===== src/rtl/disp_pkg.sv =====
`default_nettype none
// ============================================================================
// Package : disp_pkg
// Shared constants and anode helper for the multiplexed 7-segment driver.
// Rev     : 1.0  initial release
// ============================================================================
package disp_pkg;

  localparam logic [7:0] ASCII_SPACE = 8'h20;
  localparam logic [6:0] SEG_OFF     = 7'h7F;
  localparam int         MAX_DIGITS  = 16;

  typedef logic [MAX_DIGITS-1:0] an_vec_t;

  // Digit 0 is the leftmost position and maps to the highest anode bit.
  function automatic an_vec_t an_onehot_low(input int idx, input int n);
    an_vec_t v;
    for (int i = 0; i < MAX_DIGITS; i++) begin
      v[i] = !((idx < n) && (i == n - 1 - idx));
    end
    return v;
  endfunction

endpackage

`default_nettype wire


===== src/rtl/disp_scan_timer.sv =====
`default_nettype none
// ============================================================================
// Module : disp_scan_timer
// Slot prescaler, digit index, frame tick and blink phase for the scan driver.
// Rev    : 1.0  initial release
// ============================================================================
module disp_scan_timer #(
  parameter  int DIGITS       = 8,
  parameter  int SCAN_DIV     = 50000,
  parameter  int BLINK_FRAMES = 64,
  localparam int PW           = $clog2(SCAN_DIV),
  localparam int IW           = $clog2(DIGITS)
) (
  input  logic          clk,
  input  logic          rst,
  output logic [PW-1:0] o_cnt,
  output logic [IW-1:0] o_idx,
  output logic          o_frame_tick,
  output logic          o_blink_phase
);

  localparam int            FW       = (BLINK_FRAMES > 1) ? $clog2(BLINK_FRAMES) : 1;
  localparam logic [PW-1:0] CNT_LAST = PW'(SCAN_DIV - 1);
  localparam logic [IW-1:0] IDX_LAST = IW'(DIGITS - 1);
  localparam logic [FW-1:0] FRM_LAST = FW'(BLINK_FRAMES - 1);

  logic [PW-1:0] r_cnt;
  logic [IW-1:0] r_idx;
  logic [FW-1:0] r_frm;
  logic          r_frame_tick;
  logic          r_blink_phase;
  logic          w_slot_end;
  logic          w_frame_end;

  assign w_slot_end  = (r_cnt == CNT_LAST);
  assign w_frame_end = w_slot_end && (r_idx == IDX_LAST);

  always_ff @(posedge clk or negedge rst) begin
    if (!rst) begin
      r_cnt         <= '0;
      r_idx         <= '0;
      r_frm         <= '0;
      r_frame_tick  <= 1'b0;
      r_blink_phase <= 1'b0;
    end else begin
      r_cnt        <= w_slot_end ? '0 : r_cnt + 1'b1;
      r_frame_tick <= w_frame_end;
      if (w_slot_end) begin
        r_idx <= w_frame_end ? '0 : r_idx + 1'b1;
      end
      // Blink phase flips once every BLINK_FRAMES complete frames.
      if (w_frame_end) begin
        if (r_frm == FRM_LAST) begin
          r_frm         <= '0;
          r_blink_phase <= ~r_blink_phase;
        end else begin
          r_frm <= r_frm + 1'b1;
        end
      end
    end
  end

  assign o_cnt         = r_cnt;
  assign o_idx         = r_idx;
  assign o_frame_tick  = r_frame_tick;
  assign o_blink_phase = r_blink_phase;

endmodule

`default_nettype wire


===== src/rtl/seg7_ascii.sv =====
`default_nettype none
// ============================================================================
// Module : seg7_ascii
// Combinational ASCII to active-low 7-segment decoder (bit order gfedcba).
// Rev    : 1.0  initial release
// ============================================================================
module seg7_ascii (
  input  logic [7:0] i_ascii,
  output logic [6:0] o_seg
);

  logic [7:0] w_up;
  logic [6:0] w_on;

  // Lower-case letters share the upper-case glyphs.
  always_comb begin
    w_up = i_ascii;
    if (i_ascii >= 8'h61 && i_ascii <= 8'h7A) begin
      w_up = i_ascii - 8'h20;
    end
  end

  always_comb begin
    w_on = 7'h00;
    case (w_up)
      8'h30: w_on = 7'h3F;
      8'h31: w_on = 7'h06;
      8'h32: w_on = 7'h5B;
      8'h33: w_on = 7'h4F;
      8'h34: w_on = 7'h66;
      8'h35: w_on = 7'h6D;
      8'h36: w_on = 7'h7D;
      8'h37: w_on = 7'h07;
      8'h38: w_on = 7'h7F;
      8'h39: w_on = 7'h6F;
      8'h41: w_on = 7'h77;
      8'h42: w_on = 7'h7C;
      8'h43: w_on = 7'h39;
      8'h44: w_on = 7'h5E;
      8'h45: w_on = 7'h79;
      8'h46: w_on = 7'h71;
      8'h47: w_on = 7'h3D;
      8'h48: w_on = 7'h76;
      8'h49: w_on = 7'h30;
      8'h4A: w_on = 7'h1E;
      8'h4C: w_on = 7'h38;
      8'h4E: w_on = 7'h54;
      8'h4F: w_on = 7'h3F;
      8'h50: w_on = 7'h73;
      8'h51: w_on = 7'h67;
      8'h52: w_on = 7'h50;
      8'h53: w_on = 7'h6D;
      8'h54: w_on = 7'h78;
      8'h55: w_on = 7'h3E;
      8'h59: w_on = 7'h6E;
      8'h5A: w_on = 7'h5B;
      8'h2D: w_on = 7'h40;
      8'h5F: w_on = 7'h08;
      8'h3D: w_on = 7'h48;
      default: w_on = 7'h00;
    endcase
  end

  assign o_seg = ~w_on;

endmodule

`default_nettype wire


===== src/rtl/seg7_scan_mux_pwm.sv =====
`default_nettype none
// ============================================================================
// Module : seg7_scan_mux_pwm
// Multiplexed 7-segment driver: character buffer, scan, blink, PWM dimming.
// Rev    : 1.0  initial release
// ============================================================================
module seg7_scan_mux_pwm
  import disp_pkg::*;
#(
  parameter  int DIGITS       = 8,
  parameter  int SCAN_DIV     = 50000,
  parameter  int BLANK        = 4,
  parameter  int DIM_BITS     = 3,
  parameter  int BLINK_FRAMES = 64,
  // One spare address bit so out-of-range indices are expressible and dropped.
  localparam int AW           = $clog2(DIGITS) + 1
) (
  input  logic                clk,
  input  logic                rst,
  input  logic                wr_en,
  input  logic [AW-1:0]       wr_addr,
  input  logic [7:0]          wr_char,
  input  logic [DIGITS-1:0]   blink_mask,
  input  logic [DIM_BITS-1:0] bright,
  output logic [6:0]          seg,
  output logic [DIGITS-1:0]   an,
  output logic                frame_tick
);

  localparam int            PW         = $clog2(SCAN_DIV);
  localparam int            IW         = $clog2(DIGITS);
  localparam logic [AW-1:0] ADDR_LIMIT = AW'(DIGITS);
  localparam logic [PW-1:0] BLANK_END  = PW'(BLANK);

  logic [7:0]          r_buf [DIGITS];
  logic [DIM_BITS-1:0] r_pwm;
  logic [6:0]          r_seg;
  logic [DIGITS-1:0]   r_an;

  logic [PW-1:0]       w_cnt;
  logic [IW-1:0]       w_idx;
  logic                w_frame_tick;
  logic                w_blink_phase;
  logic [7:0]          w_char;
  logic [6:0]          w_seg_code;
  an_vec_t             w_an_full;
  logic                w_an_unused;
  logic                w_lit;

  disp_scan_timer #(
    .DIGITS       (DIGITS),
    .SCAN_DIV     (SCAN_DIV),
    .BLINK_FRAMES (BLINK_FRAMES)
  ) u_timer (
    .clk           (clk),
    .rst           (rst),
    .o_cnt         (w_cnt),
    .o_idx         (w_idx),
    .o_frame_tick  (w_frame_tick),
    .o_blink_phase (w_blink_phase)
  );

  always_ff @(posedge clk or negedge rst) begin
    if (!rst) begin
      for (int i = 0; i < DIGITS; i++) begin
        r_buf[i] <= ASCII_SPACE;
      end
    end else if (wr_en && (wr_addr < ADDR_LIMIT)) begin
      r_buf[wr_addr[IW-1:0]] <= wr_char;
    end
  end

  always_ff @(posedge clk or negedge rst) begin
    if (!rst) begin
      r_pwm <= '0;
    end else begin
      r_pwm <= r_pwm + 1'b1;
    end
  end

  assign w_char = r_buf[w_idx];

  seg7_ascii u_dec (
    .i_ascii (w_char),
    .o_seg   (w_seg_code)
  );

  assign w_an_full = an_onehot_low(int'(w_idx), DIGITS);
  // Positions above DIGITS are always high and are simply not driven out.
  assign w_an_unused = ^w_an_full;

  assign w_lit = (w_cnt >= BLANK_END)
              && (r_pwm <= bright)
              && !(blink_mask[w_idx] && w_blink_phase);

  // seg and an share one register stage so they never skew.
  always_ff @(posedge clk or negedge rst) begin
    if (!rst) begin
      r_an  <= '1;
      r_seg <= SEG_OFF;
    end else begin
      r_an  <= w_lit ? w_an_full[DIGITS-1:0] : '1;
      r_seg <= w_lit ? w_seg_code : SEG_OFF;
    end
  end

  assign an         = r_an;
  assign seg        = r_seg;
  assign frame_tick = w_frame_tick;

endmodule

`default_nettype wire


===== config.mk =====
export PLATFORM = sky130hd
export DESIGN_NAME = seg7_scan_mux_pwm
export DESIGN_NICKNAME = d
export VERILOG_FILES = /design/src/rtl/disp_pkg.sv /design/src/rtl/disp_scan_timer.sv /design/src/rtl/seg7_ascii.sv /design/src/rtl/seg7_scan_mux_pwm.sv
export SDC_FILE = /design/constraint.sdc
export NUM_CORES = 1
export LEC_CHECK = 0
export ABC_AREA = 1
export CAP_MARGIN = 15
export CORE_ASPECT_RATIO = 1.25
export CORE_MARGIN = 2
export CORE_UTILIZATION = 50
export DETAILED_ROUTE_END_ITERATION = 16
export PLACE_DENSITY = 0.69
export SLEW_MARGIN = 40
export SYNTH_ARGS = -nofsm -noshare
export SYNTH_HDL_FRONTEND = slang
export SYNTH_SLANG_ARGS = --single-unit

===== constraint.sdc =====
create_clock -name clk -period 2.6 [get_ports clk]
set_input_delay 0.39 -clock clk [delete_from_list [all_inputs] [get_ports clk]]
set_output_delay 0.39 -clock clk [all_outputs]
set_load 0.005 [all_outputs]

==> qor.yml <==
status:
  status: "complete, no violations"
yosys:
  yosysMostFrequentCell: "nand2_1"
  synth_area_leaders: "dfrtp_1 35%, nand2_1 14%, dfstp_2 9.9%, nand3_1 7.1%, o21ai_0 6.2%"
  synth_common_cells: "225 x nand2_1, 100 x inv_1, 86 x dfrtp_1, 86 x nand3_1, 76 x o21ai_0"
  ys.flop_type: "dfrtp_1"
  synth.top_cell.area_share: 0.353
  synth_fa_ha_area_frac: 0.0451
  synth-edff-count: 0
  yosysUniqueCellTypes: 35
  synth_xor_area_frac: 0.0172
  synth_fp_nets: 846
  syn_area_mm2: 0.00610
  yosysWarnings: 0
  synth_compound_gate_area_share: 0.108
  synth_simple_gate_area_frac: 0.280
  synthArstFlopShare: 1.00
  synth_top_family_by_area: "simple AND/OR/NAND/NOR gates"
  synth.avg_cell_area_um2: 7.65
  synth.ff_latch_count: 109
  yosys.area.top_type: "dfrtp_1"
  syn_inst: 798
  muxShareOfSynthArea: 0
  ys_seq_area_frac: 0.452
global_routing:
  grt_util_all_layers: 0.237
  grt_max_degree: 64
  grt_overflow: 0
  grt_pass1_wl_mm: 24.4
  antenna_found_initial: 0
  grt_pass1_vias: 5183
floorplanning:
  rows: 45
  design.die.area_mm2: 0.0131
  die_w_um: 103
  initial_core_util: 0.506
  io_pins: 42
  die_y_um: 128
  core_mm2: 0.0120
routing:
  first_pass_iters: 5
  viasPerCell: 5.22
  finalWirelength_mm: 14.3
  vias: 5254
  drc_errors: 0
  ant_nets: 0
  drtIter0Drc: 320
  wl_per_cell_um: 14.2
timing:
  report.final.setup_viol: 0
  rsz0062_at_grt: "false"
  max_freq_mhz: 427
  fin_tns_setup_ns: 0
  slew_violations: 0
  post-route-min-period_ns: 2.34
  relSlewSlack: 0.600
  worst_pin_slew_ns: 0.599
  fin_skew_ns: 0.00721
  min_period_over_period: 0.901
  hold_violations: 0
worst_setup_path:
  worstPathCellList: "buf_12 -> nand2_1 -> nand3_1 -> nand3_1 -> nand2_1 -> ha_1 -> inv_1 -> nand2_1 -> inv_1 -> nand2_1 -> nand3_4 -> nand2_2 -> nand2_2 -> nand2_1 -> nand3_1"
  worst_r2r_startpoint: "u_timer.o_idx[0]"
  cpLargestDelayFamily: "simple AND/OR/NAND/NOR gates"
  crit_start: "u_timer.o_idx[0]"
  crit_path_end_kind: "flop"
  crit_type: "flop to flop"
  cp-start-kind: "flop"
  worstPathMaxFanout: 45
  crit_buf_inv: 3
  slowest_stage: "dfrtp_1"
  cp.required_ns: 2.86
  worstPathArrival_ns: 2.60
  slowest_delay_ns: 0.43
  path_common_cell: "nand2_1"
placed_design:
  gp_congestion: 0.916
  dpl.hpwl_mm: 10.5
  port_buffers: 41
clock_network:
  clock_path_buffers: 2
  h-tree-depth: 3
  numClockSinks: 109
  clk_pin_slew_ns: 0.07
  cts_setup_buffers: 0
  cts_buffers: 9
  insertion_delay_ns: 0.34
  cts_tree: "done"
  cts_root_buf: "clkbuf_16"
power_and_ir_drop:
  ir_drop_uv: 334
  p_leak_nw: 3.39
  power_density_mw_per_mm2: 649
run:
  max_cap_violations: 0
cells_and_area:
  utilization: 0.576
  antennaDiodeCount: 0
  nNetsFinal: 886
  drive_above_1_share: 0.0949
  syn_to_final_growth_pct: 13.8
worst_hold_path:
  hold_class: "input port to async pin"
## layer usage
layer / track usage / routed length [um]
met1: 0.296 / 6020
met2: 0.416 / 7470
met3: 0.0295 / 464
met4: 0.0867 / 298
met5: 0 / 0
## cell type report
class,count,area [um2]
Fill cell,1148,5110
Sequential cell,109,2760
Multi-Input combinational cell,553,2750
Timing Repair Buffer,58,563
Inverter,107,402
Clock buffer,13,250
Tap cell,164,205
Clock inverter,3,21.3
## registers in the layout, summed over array words and instances, names as in the netlist
register	flops
u_timer.o_frame_tick	1
u_timer.o_blink_phase	1
seg	7
u_timer.r_frm	6
r_pwm	3
an	8
r_buf	64
u_timer.o_idx	3
u_timer.o_cnt	16
## placed cells by master, fill, tap and decap left out, drive strengths merged
cell             n
nor4             4
dfstp           23
clkbuf          13
dfrtp           86
buf             17
xor2             9
nand3b           1
ha              22
nor2            53
o221ai           1
nand4            3
dlygate4sd3      1
o211ai          14
a31oi            1
clkdlybuf4s50   40
and3             1
xnor2            3
inv            108
clkinv           1
nand3           87
o22ai            2
nor3            12
o21ai           85
clkinvlp         1
or2              2
o221a            1
a21oi           16
nand2          236
## timing repair
| action | 4_1_cts | 5_1_grt |
|---|---|---|
| hold buffers | 1 | 0 |
| gates resized for setup | 0 | 0 |
| endpoints found under the hold margin | 15 | 0 |
## worst reg2reg max path, cell delays in order, from the launching register on
cell	delay, ns
dfrtp_1	0.43
buf_12	0.23
nand2_1	0.10
nand3_1	0.12
nand3_1	0.08
nand2_1	0.26
ha_1	0.26
inv_1	0.06
nand2_1	0.10
inv_1	0.05
nand2_1	0.11
nand3_4	0.14
nand2_2	0.09
nand2_2	0.09
nand2_1	0.09
nand3_1	0.07
## logic make-up after synthesis
kind of cell | after synthesis
AO/OA/AOI/OAI | 120
flip-flops | 109
XOR/XNOR | 12
adder cells (fa/ha/maj) | 22
AND/OR/NAND/NOR | 399
buffers and inverters | 136
## metrics by stage
| stage | hold slack, ns | cells | worst slack [ns] | cell area [um2] | power (mW) |
|---|---|---|---|---|---|
| after floorplan | 0.0944 | 798 | 0.376 | 6100 | 2.89 |
| after CTS | 0.453 | 1007 | 0.269 | 6940 | 4.53 |
| final | 0.451 | 1007 | 0.258 | 6940 | 4.50 |
| after global routing | 0.464 | 1007 | 0.0120 | 6940 | 4.79 |
| after detailed placement | 0.271 | 990 | 0.284 | 6660 | 3.25 |
| after global placement | 0.267 | 990 | 0.320 | 6660 | 3.24 |
## power by group
group	total [mW]	switching [mW]	internal [mW]
Combinational	1.15	0.721	0.428
Sequential	2.08	0.101	1.98
Clock	1.28	0.595	0.680
## worst paths after layout
| kind | to | slack [ns] | cells past startpoint |
|---|---|---|---|
| max | seg[3] | 0.26 | 15 |
| max in group asynchronous | r_buf[53] | 1.44 | 3 |
| min | r_buf[3] | 0.45 | 2 |
| min reg2reg | r_pwm[0] | 0.45 | 1 |
| min in group clk | r_pwm[0] | 0.45 | 1 |
| max reg2reg | seg[3] | 0.26 | 15 |
Power figures use the tool's default switching activity.
